### src/rtl/lsu.sv
// lsu -- load/store unit, requesting end of the data-cache interface.
//
// Accepts one memory operation at a time from execute, issues a single-cycle
// cache request, waits for the cache response and hands load data to
// writeback. The front of the pipeline is stalled while an operation is
// outstanding.
//
// Optional feature macro: LSU_TIMEOUT_EN. When it is defined, a WAIT-cycle
// counter aborts operations the cache never answers. Default build: no
// counter, and timeout_err reads 0.
//
// Ports
//   clk, n_rst          clock, async active-low reset
//   ex_valid/ex_ready   execute handshake (ready only in IDLE)
//   ex_mem_op           MEM_LOAD / MEM_STORE; anything else retires as a no-op
//   ex_address/ex_data  byte address / store data
//   ex_rd               load destination register
//   dc_req              cache request bundle (valid, address, mem_op, data)
//   dc_rsp              cache response bundle (valid, data)
//   wb_valid/wb_ready   writeback handshake, held for the whole RESP state
//   wb_data/wb_rd       load result and destination
//   stall               high whenever not IDLE
//   timeout_err         sticky abort flag

package nand_cpu_pkg;
    typedef enum logic [1:0] {
        MEM_NONE  = 2'd0,
        MEM_LOAD  = 2'd1,
        MEM_STORE = 2'd2,
        MEM_FENCE = 2'd3
    } MEM_OP;
endpackage

interface d_cache_input_ifc;
    logic                valid;
    logic [15:0]         address;
    nand_cpu_pkg::MEM_OP mem_op;
    logic [15:0]         data;
    modport out (output valid, address, mem_op, data);
    modport in  (input  valid, address, mem_op, data);
endinterface

interface d_cache_output_ifc;
    logic        valid;
    logic [15:0] data;
    modport out (output valid, data);
    modport in  (input  valid, data);
endinterface

module lsu
    import nand_cpu_pkg::*;
#(
    parameter int RD_W           = 3,
    parameter int TIMEOUT_CYCLES = 64
) (
    input  logic                clk,
    input  logic                n_rst,
    input  logic                ex_valid,
    output logic                ex_ready,
    input  MEM_OP               ex_mem_op,
    input  logic [15:0]         ex_address,
    input  logic [15:0]         ex_data,
    input  logic [RD_W-1:0]     ex_rd,
    d_cache_input_ifc.out       dc_req,
    d_cache_output_ifc.in       dc_rsp,
    output logic                wb_valid,
    output logic [15:0]         wb_data,
    output logic [RD_W-1:0]     wb_rd,
    input  logic                wb_ready,
    output logic                stall,
    output logic                timeout_err
);

    typedef enum logic [1:0] {S_IDLE, S_REQ, S_WAIT, S_RESP} state_t;

    state_t          state, state_next;
    MEM_OP           op_q;
    logic [15:0]     addr_q;
    logic [15:0]     data_q;
    logic [RD_W-1:0] rd_q;
    logic [15:0]     wb_data_q;
    logic            req_valid;
    logic            is_mem;
    logic            accept;
    logic            to_fire;   // WAIT expires this cycle with no response

    assign is_mem = (ex_mem_op == MEM_LOAD) || (ex_mem_op == MEM_STORE);
    // ex_ready is exactly (state == S_IDLE), so the handshake reduces to this.
    assign accept = (state == S_IDLE) && ex_valid && is_mem;

`ifdef LSU_TIMEOUT_EN
    localparam int CNT_W = $clog2(TIMEOUT_CYCLES + 1);

    logic [CNT_W-1:0] wait_cnt;
    logic             to_flag;

    // wait_cnt holds the number of WAIT cycles already completed, so the
    // TIMEOUT_CYCLES-th WAIT cycle is the one where it equals TIMEOUT_CYCLES-1.
    // A response in that cycle wins over the abort.
    assign to_fire = (state == S_WAIT) && !dc_rsp.valid &&
                     (wait_cnt == CNT_W'(TIMEOUT_CYCLES - 1));

    always_ff @(posedge clk or negedge n_rst) begin
        if (!n_rst) begin
            wait_cnt <= '0;
            to_flag  <= 1'b0;
        end else begin
            if (state == S_REQ)
                wait_cnt <= '0;
            else if (state == S_WAIT)
                wait_cnt <= wait_cnt + CNT_W'(1);
            if (to_fire)
                to_flag <= 1'b1;
        end
    end

    assign timeout_err = to_flag;
`else
    assign to_fire = 1'b0;
    // The feature is compiled out. The compare is constant-false for any
    // legal TIMEOUT_CYCLES and keeps the parameter referenced.
    assign timeout_err = (TIMEOUT_CYCLES < 0);
`endif

    // State register
    always_ff @(posedge clk or negedge n_rst) begin
        if (!n_rst) state <= S_IDLE;
        else        state <= state_next;
    end

    // Next-state logic
    always_comb begin
        state_next = state;
        unique case (state)
            S_IDLE: if (accept) state_next = S_REQ;
            S_REQ:  state_next = S_WAIT;
            S_WAIT: if (dc_rsp.valid || to_fire)
                        state_next = (op_q == MEM_LOAD) ? S_RESP : S_IDLE;
            S_RESP: if (wb_ready) state_next = S_IDLE;
            default: state_next = S_IDLE;
        endcase
    end

    // Outputs decoded from state
    always_comb begin
        ex_ready  = 1'b0;
        stall     = 1'b1;
        req_valid = 1'b0;
        wb_valid  = 1'b0;
        unique case (state)
            S_IDLE: begin ex_ready = 1'b1; stall = 1'b0; end
            S_REQ:  req_valid = 1'b1;
            S_RESP: wb_valid  = 1'b1;
            default: ;
        endcase
    end

    // Operation latches. Request fields stay at the last issued operation
    // until the next accept, which covers REQ through the end of WAIT.
    always_ff @(posedge clk or negedge n_rst) begin
        if (!n_rst) begin
            op_q      <= MEM_NONE;
            addr_q    <= '0;
            data_q    <= '0;
            rd_q      <= '0;
            wb_data_q <= '0;
        end else begin
            if (accept) begin
                op_q   <= ex_mem_op;
                addr_q <= ex_address;
                data_q <= ex_data;
                rd_q   <= ex_rd;
            end
            // Only a load captures response data; a store's response is dropped.
            if (state == S_WAIT && op_q == MEM_LOAD) begin
                if (dc_rsp.valid)
                    wb_data_q <= dc_rsp.data;
                else if (to_fire)
                    wb_data_q <= '0;
            end
        end
    end

    assign dc_req.valid   = req_valid;
    assign dc_req.address = addr_q;
    assign dc_req.mem_op  = op_q;
    assign dc_req.data    = data_q;
    assign wb_data        = wb_data_q;
    assign wb_rd          = rd_q;

endmodule

### src/flat_wrapper.sv
// flat-port wrapper written by rule: the top's interface ports become plain ports
module lsu_flat import nand_cpu_pkg::*;
#(
    parameter int RD_W           = 3,
    parameter int TIMEOUT_CYCLES = 64
)
  (clk, n_rst, ex_valid, ex_ready, ex_mem_op, ex_address, ex_data, ex_rd, wb_valid, wb_data, wb_rd, wb_ready, stall, timeout_err, dc_req_valid, dc_req_address, dc_req_mem_op, dc_req_data, dc_rsp_valid, dc_rsp_data);
  d_cache_input_ifc dc_req_i ();
  d_cache_output_ifc dc_rsp_i ();
  input  logic clk;
  input  logic n_rst;
  input  logic ex_valid;
  output logic ex_ready;
  input  MEM_OP ex_mem_op;
  input  logic [15:0] ex_address;
  input  logic [15:0] ex_data;
  input  logic [RD_W-1:0] ex_rd;
  output logic wb_valid;
  output logic [15:0] wb_data;
  output logic [RD_W-1:0] wb_rd;
  input  logic wb_ready;
  output logic stall;
  output logic timeout_err;
  output wire logic [$bits(dc_req_i.valid)-1:0] dc_req_valid;
  output wire logic [$bits(dc_req_i.address)-1:0] dc_req_address;
  output wire logic [$bits(dc_req_i.mem_op)-1:0] dc_req_mem_op;
  output wire logic [$bits(dc_req_i.data)-1:0] dc_req_data;
  input wire logic [$bits(dc_rsp_i.valid)-1:0] dc_rsp_valid;
  input wire logic [$bits(dc_rsp_i.data)-1:0] dc_rsp_data;
  assign dc_req_valid = dc_req_i.valid;
  assign dc_req_address = dc_req_i.address;
  assign dc_req_mem_op = dc_req_i.mem_op;
  assign dc_req_data = dc_req_i.data;
  assign dc_rsp_i.valid = dc_rsp_valid;
  assign dc_rsp_i.data = dc_rsp_data;
  lsu #(.RD_W(RD_W), .TIMEOUT_CYCLES(TIMEOUT_CYCLES)) u_core (.clk(clk), .n_rst(n_rst), .ex_valid(ex_valid), .ex_ready(ex_ready), .ex_mem_op(ex_mem_op), .ex_address(ex_address), .ex_data(ex_data), .ex_rd(ex_rd), .dc_req(dc_req_i), .dc_rsp(dc_rsp_i), .wb_valid(wb_valid), .wb_data(wb_data), .wb_rd(wb_rd), .wb_ready(wb_ready), .stall(stall), .timeout_err(timeout_err));
endmodule
### config.mk
export PLATFORM = sky130hd
export DESIGN_NAME = lsu_flat
export DESIGN_NICKNAME = d
export VERILOG_FILES = /design/src/rtl/lsu.sv /design/src/flat_wrapper.sv
export SDC_FILE = /design/constraint.sdc
export NUM_CORES = 1
export LEC_CHECK = 0
export BUFFER_PORTS_ARGS = -buffer_cell sky130_fd_sc_hd__buf_2
export CORE_MARGIN = 4
export CORE_UTILIZATION = 41
export CTS_CLUSTER_DIAMETER = 200
export DETAILED_ROUTE_END_ITERATION = 8
export GPL_TIMING_DRIVEN = 0
export PLACE_DENSITY = 0.83
export REMOVE_ABC_BUFFERS = 1
export SLEW_MARGIN = 10
export SYNTH_ARGS = -nofsm -noshare
export SYNTH_HDL_FRONTEND = slang
export SYNTH_SLANG_ARGS = --single-unit
### constraint.sdc
create_clock -name clk -period 1.4 [get_ports clk]
set_input_delay 0 -clock clk [delete_from_list [all_inputs] [get_ports clk]]
set_output_delay 0 -clock clk [all_outputs]
set_load 0.03 [all_outputs]
Word-level counts from Yosys, hierarchy flattened

Cells that the tools add are included.

Register bits: 55

Equal/unequal tests: 9
Mux-type cells: 9
Reduce and logical (&&, ||, !) cells: 7

Operators by type and width:

| kind                                                   | number |
|---|---|
| 2-to-1 mux 2 bit                                       | 4 |
| one-hot mux 2 bit (4 select lines)                     | 1 |
| equality test 2 x 1 -> 1 bit (second input constant)   | 3 |
| equality test 2 bit (second input constant)            | 3 |
| 2-to-1 mux 1 bit                                       | 4 |
| inequality test 2 bit (second input constant)          | 2 |
| logical AND 1 bit                                      | 3 |
| AND reduction 3 bit                                    | 1 |
| zero test 2 bit                                        | 1 |
| inequality test 2 x 1 -> 1 bit (second input constant) | 1 |
| AND reduction 2 bit                                    | 1 |
| logical OR 1 bit                                       | 1 |

Longest topological paths before layout

Gate-level depths: netlist of the first run.

Depth in word-level cells: 5
Depth in mapped cells: 5
Mapped depth without buffers: 3

Least setup slack after synthesis of the first run

OpenSTA, ideal clock, no wires.

Kind: register -> register
From: reg u_core.op_q[1], in the netlist u_core.dc_req.mem_op[1]
To: reg u_core.wb_data_q[10], in the netlist u_core.wb_data[10]
Library setup time: 0.125 ns
Data arrival time: 1.554 ns
Path slack: -0.279 ns
Stages on the path, launching flop included: 5
Buffers on the path: 1
Cells stage by stage: dfrtp_1 nand2b_1 nor3_4 buf_6 mux2_2

Word-level cells in the longest chain between the ends: 3

RTL lines:

| element                              | RTL line   | source |
|---|---|---|
| start, declared                      | lsu.sv:77  | `MEM_OP op_q;` |
| start signal, assigned               | lsu.sv:169 | `op_q <= ex_mem_op;` |
| equality test 2 x 1 -> 1 bit         | lsu.sv:175 | `if (state == S_WAIT && op_q == MEM_LOAD) begin` |
| logical AND 1 bit                    | lsu.sv:175 |  |
| AND reduction 2 bit (no source line) | n/a        |  |
| end signal, assigned                 | lsu.sv:177 | `wb_data_q <= dc_rsp.data;` |
| end, declared                        | lsu.sv:81  | `logic [15:0] wb_data_q;` |

No other way between the ends.
A chain may end at the register's enable or synchronous reset.

Final worst setup path of the first run

From: reg u_core.state[0]
To: reg u_core.data_q[9], in the netlist u_core.dc_req.data[9]

Word-level cells in the longest chain between the ends: 3

RTL lines:

| element                        | RTL line   | source |
|---|---|---|
| start, declared                | lsu.sv:76  | `state_t state, state_next;` |
| start signal, assigned         | lsu.sv:128 | `else state <= state_next;` |
| zero test 2 bit                | lsu.sv:89  | `assign accept = (state == S_IDLE) && ex_valid && is_mem;` |
| logical AND 1 bit (2 in a row) | lsu.sv:89  |  |
| end signal, assigned           | lsu.sv:171 | `data_q <= ex_data;` |
| end, declared                  | lsu.sv:79  | `logic [15:0] data_q;` |

No other way between the ends.

==> run metrics, run 1 <==
status finished with violations; violated checks negative setup slack; Simple-Gate Fraction of Synth Area under 10%; HP Start ex_mem_op[1]; number of synthesized flops with an enable pin 0; leakage dissipation approximately 1.9 nW; Synth Flop Type dfrtp_1; Antenna Diode Count 0; Critical R2R Launch u_core.state[0]$_DFFE_PN0P_; crit end category register; Num CTS Buffers 5; gpl congestion around 0.76; vias per inst about 4.8; crit start category register; Yosys cell types 26; layout cells sized above 1 60.76%; Clock Tree Buf Depth 2; post-synthesis sequential area ratio roughly three fifths; Worst Setup SP u_core.state[0]$_DFFE_PN0P_; core footprint about 5300 um^2; Cell Area, Synth 2291 um^2; worst slew pin tran between 600 and 700 ps; first-pass GRT wire length between 10000 and 15000 um; latest clock arrival within the worst-skew pair 310 ps; wire per inst around 18 um; worst setup margin -26.90 ps; clock skew 7.301 ps; Synth Area in Adders 0%; P per Cell Area between 2000 and 2500 nW/um^2; Hold Worst Slack around 45 ps; Min-Delay Path Class in2reg; Initial Utilization 43.47%; crit share post-route 101.9%; DRT antenna net count 0; hold depth 4; Iter 0 DRT Violations 99; gr usage total around a fifth; fin area approximately 3700 um^2; initial antenna violation count 0; Die Ht between 80 and 90 um; # rows 26; crit path DAT 1620 ps; Post-Route Utilization between 70% and 80%; DR pass1 iterations 4; TNS Setup -605.7 ps; Slew Viols, Final 0; die width 82.75 um; multiplexer share of the synthesized area 29.82%; Area growth syn-to-layout 61.55%; Max Cap Viol 0; Die ar. between 6000 and 7000 um^2; htree depth 2; Max Freq ~700 MHz; clk slew on worst S/H paths approximately 100 ps; placed insts between 300 and 400; post-synthesis compound-gate area fraction a little over 2%; Tmin final between 1000 and 1500 ps; syn_area_per_cell 16.85 um^2; most frequent cells in the layout 113 x buf_2, 54 x dlygate4sd3_1, 53 x dfrtp_1; most common cell after layout, fill and taps aside buf_2; hpwl dp around 3900 um; Synth Area in XOR/XNOR less than 1%; placed cell area 2892 um^2; Port Buffer Count 114; Nets 373; TritonCTS clock tree done; RSZ-0062 raised after global routing true; Rel. slew slack roughly 56%; via count 1860; drt drc 0; Fin. Hold Viols 0; clock root buffer clkbuf_8; number of global-route vias before repair roughly 2100; final std cells w/o fill around 390; total gr overflow 0; clock sink total 55; Max FO, Critical Path 17; largest net degree at the start of global routing 56; final setup vio count 31; I/O pins 116; critical path type reg2reg; largest family of logic cells by synthesized area multiplexers; reg2reg path depth 4; Async SR Flop Fraction 100.0%; Seq cells post-synth 55; VDD IR-drop max 1.205 mV; final WL slightly below 7000 um; Syn Inst Count around 140; Req. time, crit path 1590 ps; Syn. warnings 0
==> Yosys cell counts (2+ instances only) <==
| library cell | n | area, um^2 |
|---|---|---|
| buf_6 | 4 | 45.04 |
| dfrtp_1 | 55 | 1376 |
| inv_1 | 2 | 7.510 |
| mux2_2 | 22 | 247.7 |
| mux2_4 | 29 | 435.4 |
| nand2_1 | 3 | 11.26 |
| o21ai_0 | 2 | 10.01 |
==> sequential cells by signal, summed over array words and instances, names as in the netlist <==
signal,count
u_core.dc_req.address,16
u_core.dc_req.data,16
u_core.dc_req.mem_op,2
u_core.state,2
u_core.wb_data,16
u_core.wb_rd,3
==> per-stage QoR <==
step,setup slack [ps],total power [mW]
after floorplan,-407.2,5.539
final,-26.90,8.041
after global placement,-444.9,6.591
after global routing,-78.46,8.443
after detailed placement,-509.0,6.739
after CTS,1.753,7.940
==> area by class of cell <==
type	count	area [um^2]
Fill cell	353	1569
Inverter	2	7.507
Multi-Input combinational cell	74	898.4
Clock inverter	3	25.02
Timing Repair Buffer	177	1235
Sequential cell	55	1379
Tap cell	70	87.58
Clock buffer	5	68.82
==> routing by layer <==
metal / global-route usage, % / wire length, um
met4: 8.987 / 190
met5: 0 / 0
met1: 22.06 / 2447
met2: 40.06 / 3669
met3: 4.338 / 575
==> worst paths after layout <==
| check | endpoint | slack, ps |
|---|---|---|
| worst min-delay path | u_core.dc_req.mem_op[0]$_DFFE_PN0P_ | 40 |
| worst max register to register | u_core.dc_req.data[9]$_DFFE_PN0P_ | -30 |
| max in group asynchronous | u_core.state[0]$_DFFE_PN0P_ | 650 |
| worst min register to register | u_core.wb_data[4]$_DFFE_PN0P_ | 510 |
| worst max-delay path | u_core.dc_req.data[9]$_DFFE_PN0P_ | -30 |
| min in group asynchronous | u_core.wb_data[13]$_DFFE_PN0P_ | 280 |
==> logic make-up (layout without fill, tap and decap cells) <==
group / after synthesis / after routing
compound gates: 7 / 7
xor+xnor: 1 / 1
mux: 51 / 51
flops: 55 / 55
other cells: 1 / 1
buf+inv: 8 / 187
simple gates: 13 / 14
==> power breakdown <==
part	switching, mW	leakage, nW	total (mW)	internal (mW)
Combinational	2.54	1.21	4.32	1.78
Clock	0.524	0.0443	0.883	0.359
Sequential	0.496	0.661	2.84	2.34
==> worst max-delay path, stage by stage, from the launching register on <==
cell and delay, ps:
dfrtp_2 470, nor2_4 240, nand3_4 110, buf_12 190, mux2_4 300
==> timing repair <==
item | CTS | global route
hold buffers | 54 | 0
endpoints found under the hold margin | 109 | 0
gates resized for setup | 3 | 7
pin swaps | 4 | 2
buffers inserted | 9 | 0
setup endpoints to repair | 52 | 55
cloned | 1 | 0
No activity file was read; power rests on OpenSTA's default activity.
==> inputs of run 2 (changes only) <==
SETUP_SLACK_MARGIN = 0.4   (was default)
==> run metrics, run 2 (synthesis results as in run 1) <==
P per Cell Area 2198 nW/um^2 (+1.2%); violated checks negative setup slack; Nets 379 (+1.6%); Max Cap Viol 0 (unchanged); Max Freq 684.2 MHz (-2.4%); Iter 0 DRT Violations 70 (-29%); I/O pins 116 (unchanged); first-pass GRT wire length 10370 um (-2.3%); # rows 26 (unchanged); largest net degree at the start of global routing 56 (unchanged); drt drc 0 (unchanged); reg2reg path depth 4 (unchanged); placed cell area 2892 um^2 (unchanged); wire per inst 19.33 um (+8.4%); clock skew 10.71 ps (+3.411 ps); Min-Delay Path Class in2reg; Port Buffer Count 114 (unchanged); crit end category register; gpl congestion 0.7558 (unchanged); Die ar. 6848 um^2 (unchanged); Slew Viols, Final 0 (unchanged); total gr overflow 0 (unchanged); number of global-route vias before repair 2068 (-3.7%); TritonCTS clock tree done; most frequent cells in the layout 108 x buf_2, 54 x dlygate4sd3_1, 53 x dfrtp_1; vias per inst 4.862 (+0.90%); DR pass1 iterations 4 (unchanged); Fin. Hold Viols 0 (unchanged); Hold Path Sink u_core.dc_req.mem_op[0]$_DFFE_PN0P_; layout cells sized above 1 62.42% (+1.7 points); Seq. cell area 1379 um^2 (unchanged); reg2reg setup slack -60 ps (-30 ps); Max FO, Critical Path 16 (-1); clk slew on worst S/H paths 100 ps (about the same); RSZ-0062 raised after global routing true; crit start category register; fill count 333 (-5.7%); HP Start ex_mem_op[1]; Tot Pwr 8.412 mW (+4.6%); htree depth 2 (unchanged); fin area 3827 um^2 (+3.4%); Clock Tree Buf Depth 2 (unchanged); initial antenna violation count 0 (unchanged); status finished with violations; footprint of the multi-input gates 922.1 um^2 (+2.6%); worst slew pin tran 673.7 ps (+11.68 ps); final setup vio count 43 (+39%); hold depth 4 (unchanged); Setup WS pre-CTS -509.0 ps (unchanged); Antenna Diode Count 0 (unchanged); RR Endpoint u_core.wb_data[14]$_DFFE_PN0P_; via count 1906 (+2.5%); Area growth syn-to-layout 67.07%; Die Ht 82.75 um (unchanged); clock root buffer clkbuf_8; DRT antenna net count 0 (unchanged); Req. time, crit path 1590 ps (about the same); crit path DAT 1660 ps (+40 ps); core footprint 5270 um^2 (unchanged); die width 82.75 um (unchanged); crit share post-route 104.4% (+2.5 points); Critical R2R Launch u_core.dc_req.mem_op[0]$_DFFE_PN0P_; latest clock arrival within the worst-skew pair 300 ps (about the same); Post-Route Utilization 72.63% (+2.4 points); Hold Worst Slack 47.20 ps (+2.301 ps); critical path type reg2reg; worst setup margin -61.59 ps (-34.69 ps); leakage dissipation 1.974 nW (+2.9%); Rel. slew slack 55.08% (-0.78 points); Num CTS Buffers 5 (unchanged); VDD IR-drop max 1.210 mV (+0.40%); hpwl dp 3944 um (unchanged); final WL 7578 um (+10%); clock sink total 55 (unchanged); gr usage total 20.61% (-0.40 points); Tmin final 1462 ps (+34.69 ps); Initial Utilization 43.47% (unchanged); most common cell after layout, fill and taps aside buf_2
## run 2: per-stage QoR
step / instances / TNS [ps]
final: 392 / -1335
after global routing: 392 / -3574
after CTS: 388 / 0
after detailed placement: 314 / -23940
after global placement: 314 / -20940
after floorplan: 130 / -19830
## run 2: cell type report
type	instances	share of cell area, %
tap	70	2.288
timing repair buffer	183	34.95
clock buffer	5	1.798
sequential	55	36.02
inverter	2	0.1961
multi-input combinational	74	24.09
clock inverter	3	0.6538
## run 2: how the worst max path moves through the flow
| stage | from | to | cells after the start |
|---|---|---|---|
| 5_1_grt | u_core.dc_req.mem_op[0]$_DFFE_PN0P_ | u_core.wb_data[14]$_DFFE_PN0P_ | 4 |
| 3_5_place_dp | u_core.state[0]$_DFFE_PN0P_ | u_core.dc_req.data[5]$_DFFE_PN0P_ | 3 |
| 6_report | u_core.dc_req.mem_op[0]$_DFFE_PN0P_ | u_core.wb_data[14]$_DFFE_PN0P_ | 4 |
| 4_1_cts | u_core.state[1]$_DFFE_PN0P_ | u_core.dc_req.data[12]$_DFFE_PN0P_ | 4 |
| 2_1_floorplan | u_core.state[0]$_DFFE_PN0P_ | u_core.dc_req.address[10]$_DFFE_PN0P_ | 3 |
| 3_3_place_gp | u_core.state[0]$_DFFE_PN0P_ | u_core.dc_req.data[2]$_DFFE_PN0P_ | 3 |
## run 2: critical path, cell delays in order (launching register included)
cell      delay [ps]
dfrtp_1          460
nand2b_1         160
nor3_4           190
buf_12           190
mux2_2           350
## run 2: layer usage
metal | GRT usage [%] | part of all wire, % | vias to the layer above
met1 | 21.61 | 36 | 934
li1 | - | - | 848
met5 | 0 | 0 | -
met4 | 8.824 | 2.7 | 0
met3 | 4.881 | 7.3 | 23
met2 | 38.86 | 54 | 101
## run 2: where the power goes
| group | internal, mW | switching, mW |
|---|---|---|
| logic | 1.99 | 2.66 |
| registers | 2.34 | 0.528 |
| clock network | 0.359 | 0.527 |
## run 2: what timing repair did
item / in CTS / in global routing
setup buffers: 12 / 3
resized for setup: 16 / 19
cloned: 1 / 0
hold buffers: 53 / 1
endpoints found under the setup margin: 59 / 60
pin swaps: 5 / 2
endpoints found under the hold margin: 109 / 55
==> inputs of run 3 (changes only) <==
--- a/config.mk
+++ b/config.mk
@@ -14,2 +14,3 @@
 export PLACE_DENSITY = 0.83
+export RECOVER_POWER = 100
 export REMOVE_ABC_BUFFERS = 1
--- a/constraint.sdc
+++ b/constraint.sdc
@@ -3,2 +3,2 @@
 set_output_delay 0 -clock clk [all_outputs]
-set_load 0.03 [all_outputs]
+set_load 0.02 [all_outputs]
==> run metrics, run 3 (synthesis results as in run 1) <==
Seq pwr share 37.9% (+3.8 points); Fin. Hold Viols 0 (unchanged); drt drc 0 (unchanged); Slew Viols, Final 0 (unchanged); Max FO, Critical Path 16 (unchanged); Logic pwr share 50.4% (-4.9 points); htree depth 2 (unchanged); Max Freq 677.1 MHz (-1.0%); Nets 379 (unchanged); Pint 4.489 mW (-4.4%); P per Cell Area 2021 nW/um^2 (-8.0%); hpwl dp 3944 um (unchanged); reg2reg path depth 4 (unchanged); via count 1901 (-0.26%); final WL 7459 um (-1.6%); Tot Pwr 7.627 mW (-9.3%); layout cells sized above 1 47.20% (-15 points); DR pass1 iterations 4 (unchanged); Num CTS Buffers 5 (unchanged); met1 usage 21.45% (-0.15 points); final setup vio count 48 (+12%); clk slew on worst S/H paths 100 ps (about the same); total gr overflow 0 (unchanged); Antenna Diode Count 0 (unchanged); status finished with violations; Hold Worst Slack 49.36 ps (+2.162 ps); crit share post-route 105.5% (+1.1 points); GR Layer Usage met2 39.66% (+0.80 points); VDD IR-drop max 1.020 mV (-16%); first-pass GRT wire length 10520 um (+1.4%); Rel. slew slack 52.33% (-2.8 points); gr usage total 20.91% (+0.30 points); violated checks negative setup slack; Tmin final 1477 ps (+15.22 ps); Port Buffer Count 114 (unchanged); GR met3 Demand/Resource 4.989% (+0.11 points); I/O pins 116 (unchanged); hold depth 4 (unchanged); die width 82.75 um (unchanged); clock share of power 11.7% (+1.2 points); Net Sw Frac 41.15% (-3.0 points); worst slew pin tran 715.0 ps (+41.30 ps); # rows 26 (unchanged); clock root buffer clkbuf_8; gpl congestion 0.7558 (unchanged); Setup WS pre-CTS -509.0 ps (unchanged); clock sink total 55 (unchanged); critical path type reg2reg; leakage dissipation 1.830 nW (-7.3%); vias per inst 4.849 (-0.26%); most common cell after layout, fill and taps aside buf_2; Iter 0 DRT Violations 102 (+46%); fill count 373 (+12%); Die ar. 6848 um^2 (unchanged); HP Start ex_mem_op[1]; NetSw 3.138 mW (-16%); Area growth syn-to-layout 64.72%; Max Cap Viol 0 (unchanged); crit end category register; Clock Tree Buf Depth 2 (unchanged); RR Endpoint u_core.wb_data[7]$_DFFE_PN0P_; worst setup margin -76.81 ps (-15.22 ps); Critical R2R Launch u_core.state[1]$_DFFE_PN0P_; wire per inst 19.03 um (-1.6%); initial antenna violation count 0 (unchanged); Initial Utilization 43.47% (unchanged); TritonCTS clock tree done; latest clock arrival within the worst-skew pair 310 ps (about the same); reg2reg setup slack -80 ps (-20 ps); largest net degree at the start of global routing 56 (unchanged); RSZ-0062 raised after global routing true; most frequent cells in the layout 57 x buf_2, 54 x dlygate4sd3_1, 53 x dfrtp_1; Die Ht 82.75 um (unchanged); Hold Path Sink u_core.dc_req.mem_op[0]$_DFFE_PN0P_; GRT busiest layer met2; clock skew 14.55 ps (+3.839 ps); DRT antenna net count 0 (unchanged); Req. time, crit path 1590 ps (about the same); number of global-route vias before repair 2126 (+2.8%); Min-Delay Path Class in2reg; crit path DAT 1670 ps (about the same); crit start category register; core footprint 5270 um^2 (unchanged)
-- run 3: cell count changes in the layout (fill, tap and decap cells not counted), sizes merged --
cell and change:
buf -52, clkbuf +52
-- run 3: worst max-delay path by stage --
stage,startpoint,end
CTS,u_core.state[1]$_DFFE_PN0P_,u_core.dc_req.data[12]$_DFFE_PN0P_
finish,u_core.state[1]$_DFFE_PN0P_,u_core.wb_data[7]$_DFFE_PN0P_
global placement,u_core.state[0]$_DFFE_PN0P_,u_core.dc_req.data[2]$_DFFE_PN0P_
floorplan,u_core.state[0]$_DFFE_PN0P_,u_core.dc_req.address[10]$_DFFE_PN0P_
detailed placement,u_core.state[0]$_DFFE_PN0P_,u_core.dc_req.data[5]$_DFFE_PN0P_
global route,u_core.state[1]$_DFFE_PN0P_,u_core.wb_data[7]$_DFFE_PN0P_
-- run 3: stage by stage --
step	area, um^2	instances	utilization, %	setup TNS (ps)
final	3774	392	71.60	-1619
after CTS	3720	388	70.58	0
after floorplan	2233	130	-	-16820
after global routing	3774	392	71.60	-3766
after detailed placement	2892	314	54.87	-23940
after global placement	2892	314	54.87	-20940
-- run 3: power groups by stage --
stage / clock, mW / combinational [mW] / sequential, mW
after floorplan: 0 / 1.25 / 3.69
after global placement: 0 / 3.22 / 2.76
after detailed placement: 0 / 3.31 / 2.82
after CTS: 0.919 / 3.75 / 2.79
after global routing: 0.983 / 4.04 / 2.96
final: 0.889 / 3.84 / 2.89
-- run 3: critical path, stage by stage (launching register included) --
cell and delay, ps:
dfrtp_2 480, nand2_2 110, nor3_4 230, buf_12 190, mux2_2 360
-- run 3: layout make-up --
type,instances,area [um^2],share of cell area [%]
Sequential cell,55,1379,36.54
Clock buffer,5,68.82,1.824
Inverter,2,7.507,0.1989
Multi-Input combinational cell,74,928.4,24.60
Timing Repair Buffer,183,1277,33.85
Clock inverter,3,25.02,0.6631
Tap cell,70,87.58,2.321
-- run 3: per-layer routing --
layer / vias to the layer above / part of all wire, %
met1: 923 / 36
met5: - / 0
met3: 28 / 7.7
met4: 0 / 3.7
met2: 103 / 52
li1: 847 / -
-- run 3: what timing repair did --
action / 4_1_cts / 5_1_grt
endpoints found under the setup margin: 59 / 60
gates resized for setup: 15 / 22
setup buffers: 12 / 3
cloned: 1 / 0
pin swaps: 5 / 2
hold buffers: 53 / 1
hold endpoints to repair: 109 / 55
